==> src/rtl/ysyx_25080199_mem_arb.sv <==
// ysyx_25080199_mem_arb: round-robin IFU/LSU arbiter sequencing one memory transaction at a time
module ysyx_25080199_mem_arb #(
  parameter int unsigned TIMEOUT = 255
) (
  input  logic        clk,
  input  logic        rst_n,
  input  logic        if_req_valid,
  output logic        if_req_ready,
  input  logic [31:0] if_addr,
  output logic        if_resp_valid,
  output logic [31:0] if_rdata,
  input  logic        ls_req_valid,
  output logic        ls_req_ready,
  input  logic [31:0] ls_addr,
  input  logic        ls_wen,
  input  logic [31:0] ls_wdata,
  input  logic [3:0]  ls_wmask,
  output logic        ls_resp_valid,
  output logic [31:0] ls_rdata,
  output logic        resp_err,
  output logic        mem_req_valid,
  input  logic        mem_req_ready,
  output logic [31:0] mem_addr,
  output logic        mem_wen,
  output logic [31:0] mem_wdata,
  output logic [3:0]  mem_wmask,
  input  logic        mem_resp_valid,
  input  logic [31:0] mem_rdata,
  output logic        busy
);
  typedef enum logic [1:0] {IDLE, REQ, RESP} state_e;
  state_e      state_q, state_d;
  logic        owner_q, last_q;
  logic [31:0] addr_q, wdata_q;
  logic        wen_q;
  logic [3:0]  wmask_q;
  logic [7:0]  cnt_q;
  logic        if_win, ls_win, accept, tmo, done;
  // state register
  always_ff @(posedge clk) begin
    if (!rst_n) state_q <= IDLE;
    else        state_q <= state_d;
  end
  // arbitration and next-state; owner/last_grant encode LS as 1
  always_comb begin
    if_win  = if_req_valid && (!ls_req_valid || last_q);
    ls_win  = ls_req_valid && !if_win;
    accept  = state_q == IDLE && (if_win || ls_win);
    tmo     = state_q == RESP && !mem_resp_valid && cnt_q == 8'(TIMEOUT - 1);
    state_d = state_q == IDLE ? (accept ? REQ : IDLE) :
              state_q == REQ  ? (mem_req_ready ? RESP : REQ) :
              (mem_resp_valid || tmo) ? IDLE : RESP;
  end
  // request latch, grant history and RESP timeout counter
  always_ff @(posedge clk) begin
    if (!rst_n) begin
      owner_q <= 1'b0;
      last_q  <= 1'b1;
      addr_q  <= '0;
      wen_q   <= 1'b0;
      wdata_q <= '0;
      wmask_q <= '0;
      cnt_q   <= '0;
    end else begin
      if (accept) begin
        owner_q <= ls_win;
        last_q  <= ls_win;
        addr_q  <= ls_win ? ls_addr : if_addr;
        wen_q   <= ls_win && ls_wen;
        wdata_q <= ls_win ? ls_wdata : '0;
        wmask_q <= ls_win ? ls_wmask : '0;
      end
      if (state_q == REQ)       cnt_q <= '0;
      else if (state_q == RESP) cnt_q <= cnt_q + 8'd1;
    end
  end
  // outputs; handshakes and pulses are held low while reset is asserted
  always_comb begin
    done          = rst_n && state_q == RESP && (mem_resp_valid || tmo);
    if_req_ready  = rst_n && state_q == IDLE && if_win;
    ls_req_ready  = rst_n && state_q == IDLE && ls_win;
    if_resp_valid = done && !owner_q;
    ls_resp_valid = done && owner_q;
    if_rdata      = if_resp_valid && mem_resp_valid ? mem_rdata : '0;
    ls_rdata      = ls_resp_valid && mem_resp_valid ? mem_rdata : '0;
    resp_err      = done && !mem_resp_valid;
    mem_req_valid = rst_n && state_q == REQ;
    busy          = rst_n && state_q != IDLE;
    mem_addr      = addr_q;
    mem_wen       = wen_q;
    mem_wdata     = wdata_q;
    mem_wmask     = wmask_q;
  end
endmodule

==> config.mk <==
export PLATFORM = sky130hd
export DESIGN_NAME = ysyx_25080199_mem_arb
export DESIGN_NICKNAME = d
export VERILOG_FILES = /design/src/rtl/ysyx_25080199_mem_arb.sv
export SDC_FILE = /design/constraint.sdc
export NUM_CORES = 1
export LEC_CHECK = 0
export BUFFER_PORTS_ARGS = -buffer_cell sky130_fd_sc_hd__buf_2
export CAP_MARGIN = 20
export CORE_AREA = 2 2 107 109
export CTS_CLUSTER_DIAMETER = 150
export DETAILED_ROUTE_END_ITERATION = 8
export DIE_AREA = 0 0 109 111
export GPL_TIMING_DRIVEN = 0
export PLACE_DENSITY_LB_ADDON = 0.2
export RECOVER_POWER = 100
export SLEW_MARGIN = 20
export SYNTH_ARGS = -nofsm -noshare
export SYNTH_HDL_FRONTEND = slang
export SYNTH_SLANG_ARGS = --single-unit
==> constraint.sdc <==
create_clock -name clk -period 5.1 [get_ports clk]
set_clock_uncertainty 0.2 [all_clocks]
set_input_delay 1.02 -clock clk [delete_from_list [all_inputs] [get_ports clk]]
set_output_delay 1.02 -clock clk [all_outputs]
set_load 0.01 [all_outputs]
* Yosys cells after proc, flatten, opt, wreduce, memory -nomap -nowiden
Index checks and enable logic that the tools add are counted.
** Storage, ports and cells
- Register bits after elaboration :: 81
- Input port bits :: 139
- Output and inout bits :: 140
- Logic and storage cells :: 51
** Cells by class
- $add $sub $neg :: 1
- Equality and inequality tests :: 3
- Muxes and demuxes :: 10
- Bitwise gates (word level) :: 1
- Reduce and logical (&&, ||, !) cells :: 28
** Operator list (number)
- $mux W32 :: 4
- $logic_and A1 B1 Y1 :: 18
- $add A8 B1 Y8 const B :: 1
- $eq A8 B8 Y1 const B :: 1
- $mux W2 :: 4
- $logic_not A1 Y1 :: 4
- $mux W4 :: 1
- $logic_or A1 B1 Y1 :: 3
- $eq A2 B1 Y1 const B :: 1
- $eq A2 B2 Y1 const B :: 1
- $logic_not A2 Y1 :: 1
- $reduce_bool A2 Y1 :: 1
- $reduce_or A2 Y1 :: 1
- $mux W1 :: 1
- $not A1 Y1 :: 1

* Depth between registers and ports, before layout
Gate-level depths: netlist of the first run.
- Word-level depth :: 9
- Depth in mapped cells :: 5
- Gate-level depth less buffers :: 4

* Least setup slack after synthesis of the first run
Ideal clock, no wire load.
- Kind :: input to output
- Start :: in rst_n
- End :: out if_rdata[10]
- Arrival :: 1.839 ns
- Data required time :: 3.880 ns
- Slack :: 2.041 ns
- Stages :: 4
- Path buffers :: 1
- Path through :: inv_1 > nor4_2 > clkbuf_1 > and2_1
** On the way
- Longest elaborated chain between the ends :: 5
** Ends and longest elaborated chain
- start, declared :: RTL line 6 : input logic rst_n,
- $logic_and A1 B1 Y1 (2 in series) :: RTL line 79 : done = rst_n && state_q == RESP && (mem_resp_valid || tmo);
- $logic_and A1 B1 Y1 :: RTL line 82 : if_resp_valid = done && !owner_q;
- $logic_and A1 B1 Y1 :: RTL line 84 : if_rdata = if_resp_valid && mem_resp_valid ? mem_rdata : '0;
- $mux W32 :: RTL line 84
- end, declared :: RTL line 11 : output logic [31:0] if_rdata,
Every way passes these cells.

* Worst setup path after layout of the first run
- Start :: in ls_req_valid
- End :: out ls_req_ready
** On the way
- Longest elaborated chain between the ends :: 6
** Ends and longest elaborated chain
- start, declared :: RTL line 12 : input logic ls_req_valid,
- $logic_not A1 Y1 :: RTL line 46 : if_win = if_req_valid && (!ls_req_valid || last_q);
- $logic_or A1 B1 Y1 :: RTL line 46
- $logic_and A1 B1 Y1 :: RTL line 46
- $logic_not A1 Y1 :: RTL line 47 : ls_win = ls_req_valid && !if_win;
- $logic_and A1 B1 Y1 * :: RTL line 47
- $logic_and A1 B1 Y1 * :: RTL line 81 : ls_req_ready = rst_n && state_q == IDLE && ls_win;
- end, declared :: RTL line 13 : output logic ls_req_ready,
Mark *: on every way between the ends. The rest lies on a longest branch, timed or not.

==> results of run 1 <==
-- power by group through the flow --
stage / Clock [mW] / Combinational [mW] / Sequential (mW)
after floorplan: 0 / 0.179 / 0.744
after global placement: 0 / 0.355 / 0.721
after detailed placement: 0 / 0.363 / 0.723
after CTS: 0.716 / 0.364 / 0.710
after global routing: 0.747 / 0.381 / 0.716
final: 0.704 / 0.344 / 0.711
-- per-stage QoR --
step                      utilization  setup slack [ns]  power [mW]  instances
after CTS                       0.536              1.47        1.79        914
after floorplan                     -              2.04       0.923        477
after global routing            0.521             0.813        1.84        914
after global placement          0.506              1.51        1.08        898
final                           0.521              1.05        1.76        914
after detailed placement        0.506              1.47        1.09        898
-- critical path, stage by stage --
cell and delay, ns:
clkbuf_1 0.16, a21boi_0 0.21, clkbuf_1 0.45, clkbuf_1 0.56
and3_1 0.25, clkbuf_1 0.18
-- how the worst max path moves through the flow --
| stage | startpoint | to | slack, ns |
|---|---|---|---|
| 6_report | ls_req_valid | ls_req_ready | 1.05 |
| 5_1_grt | ls_req_valid | ls_req_ready | 0.81 |
| 4_1_cts | rst_n | if_rdata[2] | 1.47 |
| 3_5_place_dp | rst_n | if_rdata[2] | 1.47 |
| 3_3_place_gp | rst_n | busy | 1.51 |
| 2_1_floorplan | rst_n | if_rdata[10] | 2.04 |
-- synthesized netlist by cell type --
cell type,number,share of area
nand2_1,5,0.0046
buf_4,2,0.0037
and2_1,64,0.099
o31ai_1,2,0.0037
buf_6,3,0.0084
ha_1,2,0.0062
a31o_2,1,0.0022
buf_2,12,0.015
or2_2,2,0.0031
a41oi_1,1,0.0022
and3_1,3,0.0046
a21boi_1,1,0.0019
a21oi_1,77,0.095
clkbuf_2,2,0.0025
and2b_1,1,0.0019
and4_1,2,0.0043
a41o_1,1,0.0025
o21ai_0,40,0.050
o21ai_1,1,0.0012
nand2b_1,4,0.0062
nor3b_1,1,0.0019
inv_1,6,0.0056
or3_1,1,0.0016
nand4_1,41,0.064
nor3_1,3,0.0037
dfxtp_1,81,0.40
nor2_1,6,0.0056
nor4_2,1,0.0031
nor4b_1,1,0.0022
o21a_1,3,0.0056
nand3b_1,2,0.0037
clkbuf_1,31,0.029
nor2_2,1,0.0016
and3b_1,1,0.0022
or4_1,2,0.0037
mux2i_1,33,0.082
nand3_1,5,0.0062
a211oi_1,32,0.059
-- logic make-up (layout without fill, tap and decap cells) --
kind of cell	count (synthesis)	in the layout	synth area share
AOI/OAI and AO/OA	159	159	0.224
buffers and inverters	56	350	0.0638
muxes	33	33	0.0818
DFF	81	81	0.402
and+or+nand+nor	146	146	0.223
adders and majority gates	2	2	0.00620
-- routing by layer --
layer	vias to the layer above	routed length, µm	GRT usage
li1	2315	-	-
met1	2139	5390	0.241
met2	187	7160	0.406
met3	29	1000	0.0470
met4	0	342	0.0855
met5	-	0	0
-- registers in the layout, summed over array words and instances (netlist names) --
name,count
mem_wmask,4
mem_wdata,32
cnt_q,8
state_q,2
mem_wen,1
mem_addr,32
owner_q,1
last_q,1
-- placed cells by master, fill, tap and decap left out, types with 2 or more instances in the layout --
| master | instances |
|---|---|
| nand2b_1 | 4 |
| inv_1 | 6 |
| o21ai_0 | 40 |
| nor3_1 | 3 |
| nand4_1 | 41 |
| and3_1 | 3 |
| and4_1 | 2 |
| or4_1 | 2 |
| bufinv_16 | 2 |
| and2_0 | 36 |
| ha_1 | 2 |
| dfxtp_1 | 81 |
| nor2_1 | 6 |
| a21oi_1 | 77 |
| nand3b_1 | 2 |
| buf_2 | 185 |
| o21a_1 | 3 |
| nand2_1 | 5 |
| o31ai_1 | 2 |
| clkbuf_16 | 9 |
| and2_1 | 28 |
| or2_2 | 2 |
| a211oi_1 | 32 |
| clkbuf_1 | 141 |
| mux2i_1 | 33 |
| nand3_1 | 5 |
-- layout make-up --
| type | count | share of cell area |
|---|---|---|
| timing repair buffer | 278 | 0.218 |
| sequential | 81 | 0.281 |
| tap | 143 | 0.0310 |
| inverter | 6 | 0.00390 |
| buffer | 50 | 0.0360 |
| clock inverter | 6 | 0.0156 |
| multi-input combinational | 340 | 0.373 |
| clock buffer | 10 | 0.0414 |
==> metrics.txt, run 1 <==
first-pass GRT wire length=~21,000 µm; maximum clock insertion buffer count=2; Crit. End Element=primary output; HPWL Detailed=~11,000 µm; die width=approximately 110 µm; die area=roughly 0.012 mm²; WS Path Type=in -> out; synthesized area=~0.0040 mm²; Seq/Total Area, Yosys=0.402; RSZ-0062 raised after global routing=no; CTS Hold Bufs=0; Wirelength per Cell=about 15 µm; Lkg Pwr=about 2.4 nW; Remaining Overflow, GRT=0; CTS root buf=clkbuf_16; fin area=approximately 0.0058 mm²; Final #Nets=~900; worst rel slew slack=0.386; Worst R2R End=mem_addr[10]; drt first pass iters=4; placed instance area=~0.0056 mm²; CTS tree=yes; share of layout cells above drive strength 1=0.268; r2r setup slk=approximately 2.8 ns; total track usage=0.221; Max Fclk=around 250 MHz; area of the multi-input gates=around 0.0022 mm²; Worst-Margin Slew=approximately 0.91 ns; Hold WC Path Type=reg -> reg; hold path startpoint=mem_wdata[5]; Worst Hold Depth=2; Worst Hold Slack=between 0.2 and 0.3 ns; postcts setup bufs=0; initial core utilization=0.365; cts repair resizes=0; total of fill cells in the finished design=1,126; Detail Route Antenna Nets=0; total wire length=~14,000 µm; Seq cells post-synth=about 80; CP startpoint kind=primary input; TritonCTS buffer count=9; Layout area overhead=43.0%; crit path max fanout=10; Req. time, crit path=3.88 ns; htree depth=3; I/O Buffers=approximately 280; FF-to-FF path depth=5; Setup Total Neg Slack=0 ns; final hold violation count=0; Comb pwr share=0.195; Worst VDD drop=approximately 190 µV; Synth Warn #=0; fin crit period=4.05 ns; Avg Cell Area, Syn=between 8 and 9 µm²; clock share of power=0.400; worst r2r src=last_q; Gate Count Post-Synth=roughly 480; IO Pins=279; Clock Sink Count=between 80 and 90; P_sw=0.496 mW; n_diodes=0; Reg power frac=0.404; Cell Int Power=around 1.3 mW; switching part of the total=0.282; DR iter-0 viols=150; vias in the first global route=4,350; # setup viols final=0; Placer Congestion=0.805; row cnt=39; Power per Cell Area=between 300 and 400 mW/mm²; arrival time of the worst setup path=2.83 ns; maxcap violations=0; DR vias=roughly 4,700; Register Area=~0.0016 mm²; Clk Latency, worst-skew pair=0.33 ns; Max Slew Vio Count=0; CTS clk-pin slew, worst paths=roughly 0.060 ns; syn nets=around 600; initial antenna violation count=0; DRC violations left=0; DR vias/cell=between 5 and 6; status=complete, no violations; Yosys cell types=38; largest net degree at the start of global routing=15; die height=roughly 110 µm; Hold Path End=mem_wdata[5]; crit share post-route=0.794; Placeable Area=around 0.011 mm²
Note: power is estimated with default switching activity, not from simulation.
==> inputs of run 2 (changes only) <==
ABC_AREA = 1   (was unset)
CORE_AREA = 2 2 110 112   (was 2 2 107 109)
DIE_AREA = 0 0 112 114   (was 0 0 109 111)
clock period = 3.5 ns   (was 5.1 ns; I/O delays follow)
==> metrics.txt, run 2 <==
Final #Nets=1,064 (was 907); die area=0.0128 mm² (was 0.0121 mm²); final hold violation count=0 (unchanged); CTS tree=yes (unchanged); Comb pwr share=0.197 (was 0.195); CTS clk-pin slew, worst paths=0.06 ns (about the same); Seq cells post-synth=81 (unchanged); arrival time of the worst setup path=1.98 ns (was 2.83 ns); Clock Sink Count=81 (unchanged); drt first pass iters=4 (unchanged); worst rel slew slack=0.516 (was 0.386); worst r2r src=state_q[0] (was last_q); cell with the most instances after synthesis=nand2_1 (was dfxtp_1); Yosys top cell area share=0.413 (was 0.402); P_sw=0.727 mW (was 0.496 mW); Seq/Total Area, Yosys=0.413 (was 0.402); Lkg Pwr=2.88 nW (was 2.44 nW); largest net degree at the start of global routing=14 (was 15); Layout Cells excl Fill=1,077 (was 914); cell count after placement=1,059 (was 898); Remaining Overflow, GRT=0 (unchanged); DRC violations left=0 (unchanged); Synth Warn #=0 (unchanged); CTS Hold Bufs=0 (unchanged); HPWL Detailed=10,500 µm (was 11,100 µm); Req. time, crit path=2.60 ns (was 3.88 ns); Wirelength per Cell=12.2 µm (was 15.2 µm); row cnt=40 (was 39); Clk Latency, worst-skew pair=0.34 ns (was 0.33 ns); Total Power=2.58 mW (was 1.76 mW); IO Pins=279 (unchanged); Max Fclk=between 300 and 400 MHz; ys async rst share=0 (unchanged); DR vias/cell=4.36 (was 5.11); # setup viols final=0 (unchanged); switching part of the total=0.282 (about the same); fin crit period=between 2 and 3 ns; CTS root buf=clkbuf_16 (unchanged); first-pass GRT wire length=20,100 µm (was 21,100 µm); Placer Congestion=0.832 (was 0.805); initial core utilization=0.335 (was 0.365); Gate Count Post-Synth=634 (was 477); DR vias=4,697 (was 4,670); largest area contributor in the netlist=dfxtp_1 (unchanged); clock share of power=0.401 (was 0.400); syn nets=775 (was 618); CP startpoint kind=primary input (unchanged); total of fill cells in the finished design=1,381 (was 1,126); hold path startpoint=mem_wdata[7] (was mem_wdata[5]); crit share post-route=0.823; Layout area overhead=43.0% (about the same); Reg power frac=0.402 (was 0.404); maximum clock insertion buffer count=2 (unchanged); r2r setup slk=1.15 ns (was 2.82 ns); Cell Int Power=1.85 mW (was 1.26 mW); I/O Buffers=278 (unchanged); Detail Route Antenna Nets=0 (unchanged); total track usage=0.197 (was 0.221); Worst Hold Depth=2 (unchanged); total wire length=13,200 µm (was 13,900 µm); WS Path Type=in -> out (unchanged); Synth top cells by count=nand2_1, nor2_1, dfxtp_1 (was dfxtp_1, a21oi_1, and2_1); Worst VDD drop=217 µV (was 188 µV); cts repair resizes=0 (unchanged); synthesized area=0.00393 mm² (was 0.00404 mm²); status=complete, no violations (unchanged); Worst R2R End=mem_wdata[3] (was mem_addr[10]); EDFF count, synth=0 (unchanged); predominant post-synthesis flop cell=dfxtp_1 (unchanged); most frequent cells in the layout=nand2_1, clkbuf_1, buf_2 (was buf_2, clkbuf_1, dfxtp_1); die height=114 µm (was 111 µm); RSZ-0062 raised after global routing=no (unchanged); Placeable Area=0.0117 mm² (was 0.0111 mm²); Avg Cell Area, Syn=6.20 µm² (was 8.46 µm²); initial antenna violation count=2 (was 0); share of layout cells above drive strength 1=0.185 (was 0.268); die width=112 µm (was 109 µm); Setup Total Neg Slack=0 ns (unchanged); DR iter-0 viols=164 (was 150); CP endpoint=mem_req_valid (was ls_req_ready); CP Launch Point=rst_n (was ls_req_valid); Power per Cell Area=458 mW/mm² (was 305 mW/mm²); TritonCTS buffer count=9 (unchanged); commonest non-fill, non-tap cell in the layout=nand2_1 (was buf_2); htree depth=3 (unchanged); Yosys cell types=25 (was 38); Hold WC Path Type=reg -> reg (unchanged); Max Slew Vio Count=0 (unchanged); FF-to-FF path depth=7 (was 5); Crit. End Element=primary output (unchanged); postcts setup bufs=0 (unchanged); maxcap violations=0 (unchanged); vias in the first global route=4,230 (was 4,350); top cells by area, synth=dfxtp_1, nand2_1, nor2_1 (was dfxtp_1, and2_1, a21oi_1); crit path max fanout=10 (unchanged); Worst-Margin Slew=0.719 ns (was 0.912 ns)
==> run 2: changes by cell type after synthesis, sizes merged, moves of 22 or more <==
cell	change
mux2i	-33
a211oi	-31
clkbuf	-22
nand2	+186
inv	+77
o21ai	-36
nor2	+139
nand3	+30
a21oi	-31
nand4	-38
and2	-64
==> run 2: per-layer routing <==
metal / GRT usage / vias to the layer above / share of wire
met5: 0 / - / 0
met4: 0.0789 / 0 / 0.023
met3: 0.0563 / 17 / 0.087
met2: 0.382 / 180 / 0.52
met1: 0.198 / 2021 / 0.37
li1: - / 2479 / -
==> run 2: logic make-up (layout without fill, tap and decap cells) <==
kind of cell | count (synthesis) | in the layout | synth area share
DFF | 81 | 81 | 0.413
buffers and inverters | 118 | 412 | 0.128
and+or+nand+nor | 378 | 378 | 0.376
other | 0 | 2 | 0
xor gates and xnor gates | 1 | 1 | 0.00223
AOI/OAI and AO/OA | 54 | 54 | 0.0742
adders and majority gates | 2 | 2 | 0.00637
==> run 2: worst max-delay path: stages <==
cell and delay (ns):
clkbuf_1 0.16, inv_1 0.16, buf_2 0.28, clkbuf_1 0.42
nor2_1 0.10, buf_2 0.16
==> run 2: worst min-delay path by stage <==
stage               slack (ns)       endpoint
global route              0.28  mem_wdata[27]
finish                    0.26   mem_wdata[7]
floorplan                 0.24       cnt_q[4]
global placement          0.25  mem_wdata[27]
CTS                       0.26  mem_wdata[15]
detailed placement        0.25  mem_wdata[10]
==> run 2: metrics by stage <==
stage	instance area [µm²]	setup slack (ns)	utilization	hold slack, ns
detailed placement	5500	0.669	0.470	0.252
floorplan	3930	1.27	-	0.237
CTS	5830	0.647	0.498	0.261
global placement	5500	0.685	0.470	0.250
finish	5620	0.620	0.480	0.263
global route	5620	0.448	0.479	0.282
==> run 2: final cells by class <==
class / instances / area, µm² / area share
repair buffers: 278 / 1220 / 0.218
well taps: 147 / 184 / 0.0327
plain buffers: 35 / 141 / 0.0252
clock inverters: 5 / 77.6 / 0.0138
multi-input cells: 435 / 1800 / 0.320
diodes: 2 / 5.00 / 0.000891
flip-flops and latches: 81 / 1620 / 0.289
inverters: 83 / 312 / 0.0555
clock buffers: 11 / 253 / 0.0450
==> run 2: power by group through the flow <==
stage          Sequential (mW)  Clock [mW]  Combinational (mW)
2_1_floorplan             1.09           0               0.284
3_3_place_gp              1.05           0               0.548
4_1_cts                   1.03        1.06               0.552
6_report                  1.03        1.03               0.508
3_5_place_dp              1.05           0               0.548
5_1_grt                   1.04        1.10               0.580
==> inputs of run 3 (changes only) <==
clock period = 2.3 ns   (was 3.5 ns; I/O delays follow)
==> metrics.txt, run 3 (synthesis results as in run 2) <==
Hold WC Path Type=in -> reg (was reg -> reg); initial core utilization=0.335 (unchanged); share of layout cells above drive strength 1=0.330 (was 0.185); total track usage=0.198 (was 0.197); total of fill cells in the finished design=1,316 (was 1,381); crit path max fanout=7 (was 10); initial antenna violation count=2 (unchanged); Req. time, crit path=1.64 ns (was 2.60 ns); setup slack after layout=0.0690 ns (was 0.620 ns); Worst VDD drop=335 µV (was 217 µV); Register Area=0.00162 mm² (about the same); most frequent cells in the layout=buf_2, nand2_1, nor2_1 (was nand2_1, clkbuf_1, buf_2); commonest non-fill, non-tap cell in the layout=buf_2 (was nand2_1); placed instance area=0.00550 mm² (unchanged); fin area=0.00588 mm² (was 0.00562 mm²); fin crit period=about 2.2 ns; Total Power=3.98 mW (was 2.58 mW); row cnt=40 (unchanged); total wire length=13,200 µm (about the same); maximum clock insertion buffer count=2 (unchanged); vias in the first global route=4,244 (was 4,230); Layout area overhead=49.7% (was 43.0%); HPWL Detailed=10,500 µm (unchanged); DR vias/cell=4.35 (was 4.36); area of the multi-input gates=0.00183 mm² (was 0.00180 mm²); Setup Total Neg Slack=0 ns (unchanged); DR vias=4,707 (was 4,697); drt first pass iters=4 (unchanged); WS Path Type=reg -> out (was in -> out); die height=114 µm (unchanged); Place WS=-0.0507 ns (was 0.669 ns); CTS root buf=clkbuf_16 (unchanged); final hold violation count=0 (unchanged); # setup viols final=0 (unchanged); CP startpoint kind=register (was primary input); Power per Cell Area=676 mW/mm² (was 458 mW/mm²); Lkg Pwr=3.35 nW (was 2.88 nW); Placer Congestion=0.832 (unchanged); worst rel slew slack=0.509 (was 0.516); CTS tree=yes (unchanged); largest net degree at the start of global routing=14 (unchanged); Detail Route Antenna Nets=0 (unchanged); maxcap violations=0 (unchanged); crit share post-route=0.970; arrival time of the worst setup path=1.57 ns (was 1.98 ns); IO Pins=279 (unchanged); die width=112 µm (unchanged); htree depth=3 (unchanged); Placeable Area=0.0117 mm² (unchanged); I/O Buffers=278 (unchanged); Clk Latency, worst-skew pair=0.34 ns (about the same); Remaining Overflow, GRT=0 (unchanged); DR iter-0 viols=152 (was 164); die area=0.0128 mm² (unchanged); TritonCTS buffer count=9 (unchanged); Max Slew Vio Count=0 (unchanged); Max Fclk=~450 MHz; CTS clk-pin slew, worst paths=0.06 ns (about the same); first-pass GRT wire length=20,300 µm (was 20,100 µm); RSZ-0062 raised after global routing=no (unchanged); Final #Nets=1,069 (was 1,064); DRC violations left=0 (unchanged); Wirelength per Cell=12.2 µm (about the same); Worst-Margin Slew=0.729 ns (was 0.719 ns); Clock Sink Count=81 (unchanged); status=complete, no violations (unchanged); Crit. End Element=primary output (unchanged)
[run 3: path summary, 6_finish.rpt]
kind | from | endpoint | slack [ns] | depth (start not counted)
worst min-delay path | ls_wdata[14] | mem_wdata[14] | 0.16 | 3
worst min register to register | mem_wdata[2] | mem_wdata[2] | 0.26 | 2
worst max-delay path | state_q[0] | if_rdata[30] | 0.07 | 8
worst max register to register | state_q[1] | mem_addr[3] | 0.22 | 8
[run 3: through the flow]
stage / hold slack [ns] / util / cells
global placement: 0.250 / 0.470 / 1059
CTS: 0.148 / 0.503 / 1079
finish: 0.160 / 0.502 / 1082
detailed placement: 0.252 / 0.470 / 1059
floorplan: 0.237 / - / 634
global route: 0.151 / 0.502 / 1081
[run 3: timing repair]
item | CTS | global route
pin swaps | 1 | 1
gates resized for setup | 10 | 23
hold buffers | 0 | 0
gates cloned | 1 | 0
setup endpoints to repair | 61 | 65
buffers inserted | 3 | 1
[run 3: layer usage]
metal,part of all wire,up-vias,wire (µm),global-route usage
met1,0.37,2028,4880,0.199
met2,0.53,174,7050,0.386
met5,0,-,0,0
met3,0.082,16,1090,0.0563
met4,0.017,0,224,0.0789
li1,-,2489,-,-
[run 3: power breakdown]
group,internal (mW),switching [mW]
Combinational,0.334,0.491
Sequential,1.52,0.0545
Clock,1.01,0.574
Total,2.86,1.12
[run 3: worst max-delay path: stages, from the launching register on]
cell and delay (ns):
dfxtp_1 0.32, inv_2 0.07, nand2_4 0.07, inv_4 0.09, nand4_1 0.11, buf_6 0.15, buf_6 0.12, nor2_2 0.12
clkbuf_1 0.17
[run 3: layout make-up]
cell class / count / share of cell area
antenna: 2 / 0.000851
buffer: 35 / 0.0351
clock buffer: 11 / 0.0430
clock inverter: 5 / 0.0132
inverter: 83 / 0.0534
multi-input combinational: 435 / 0.311
sequential: 81 / 0.276
tap: 147 / 0.0313
timing repair buffer: 283 / 0.236
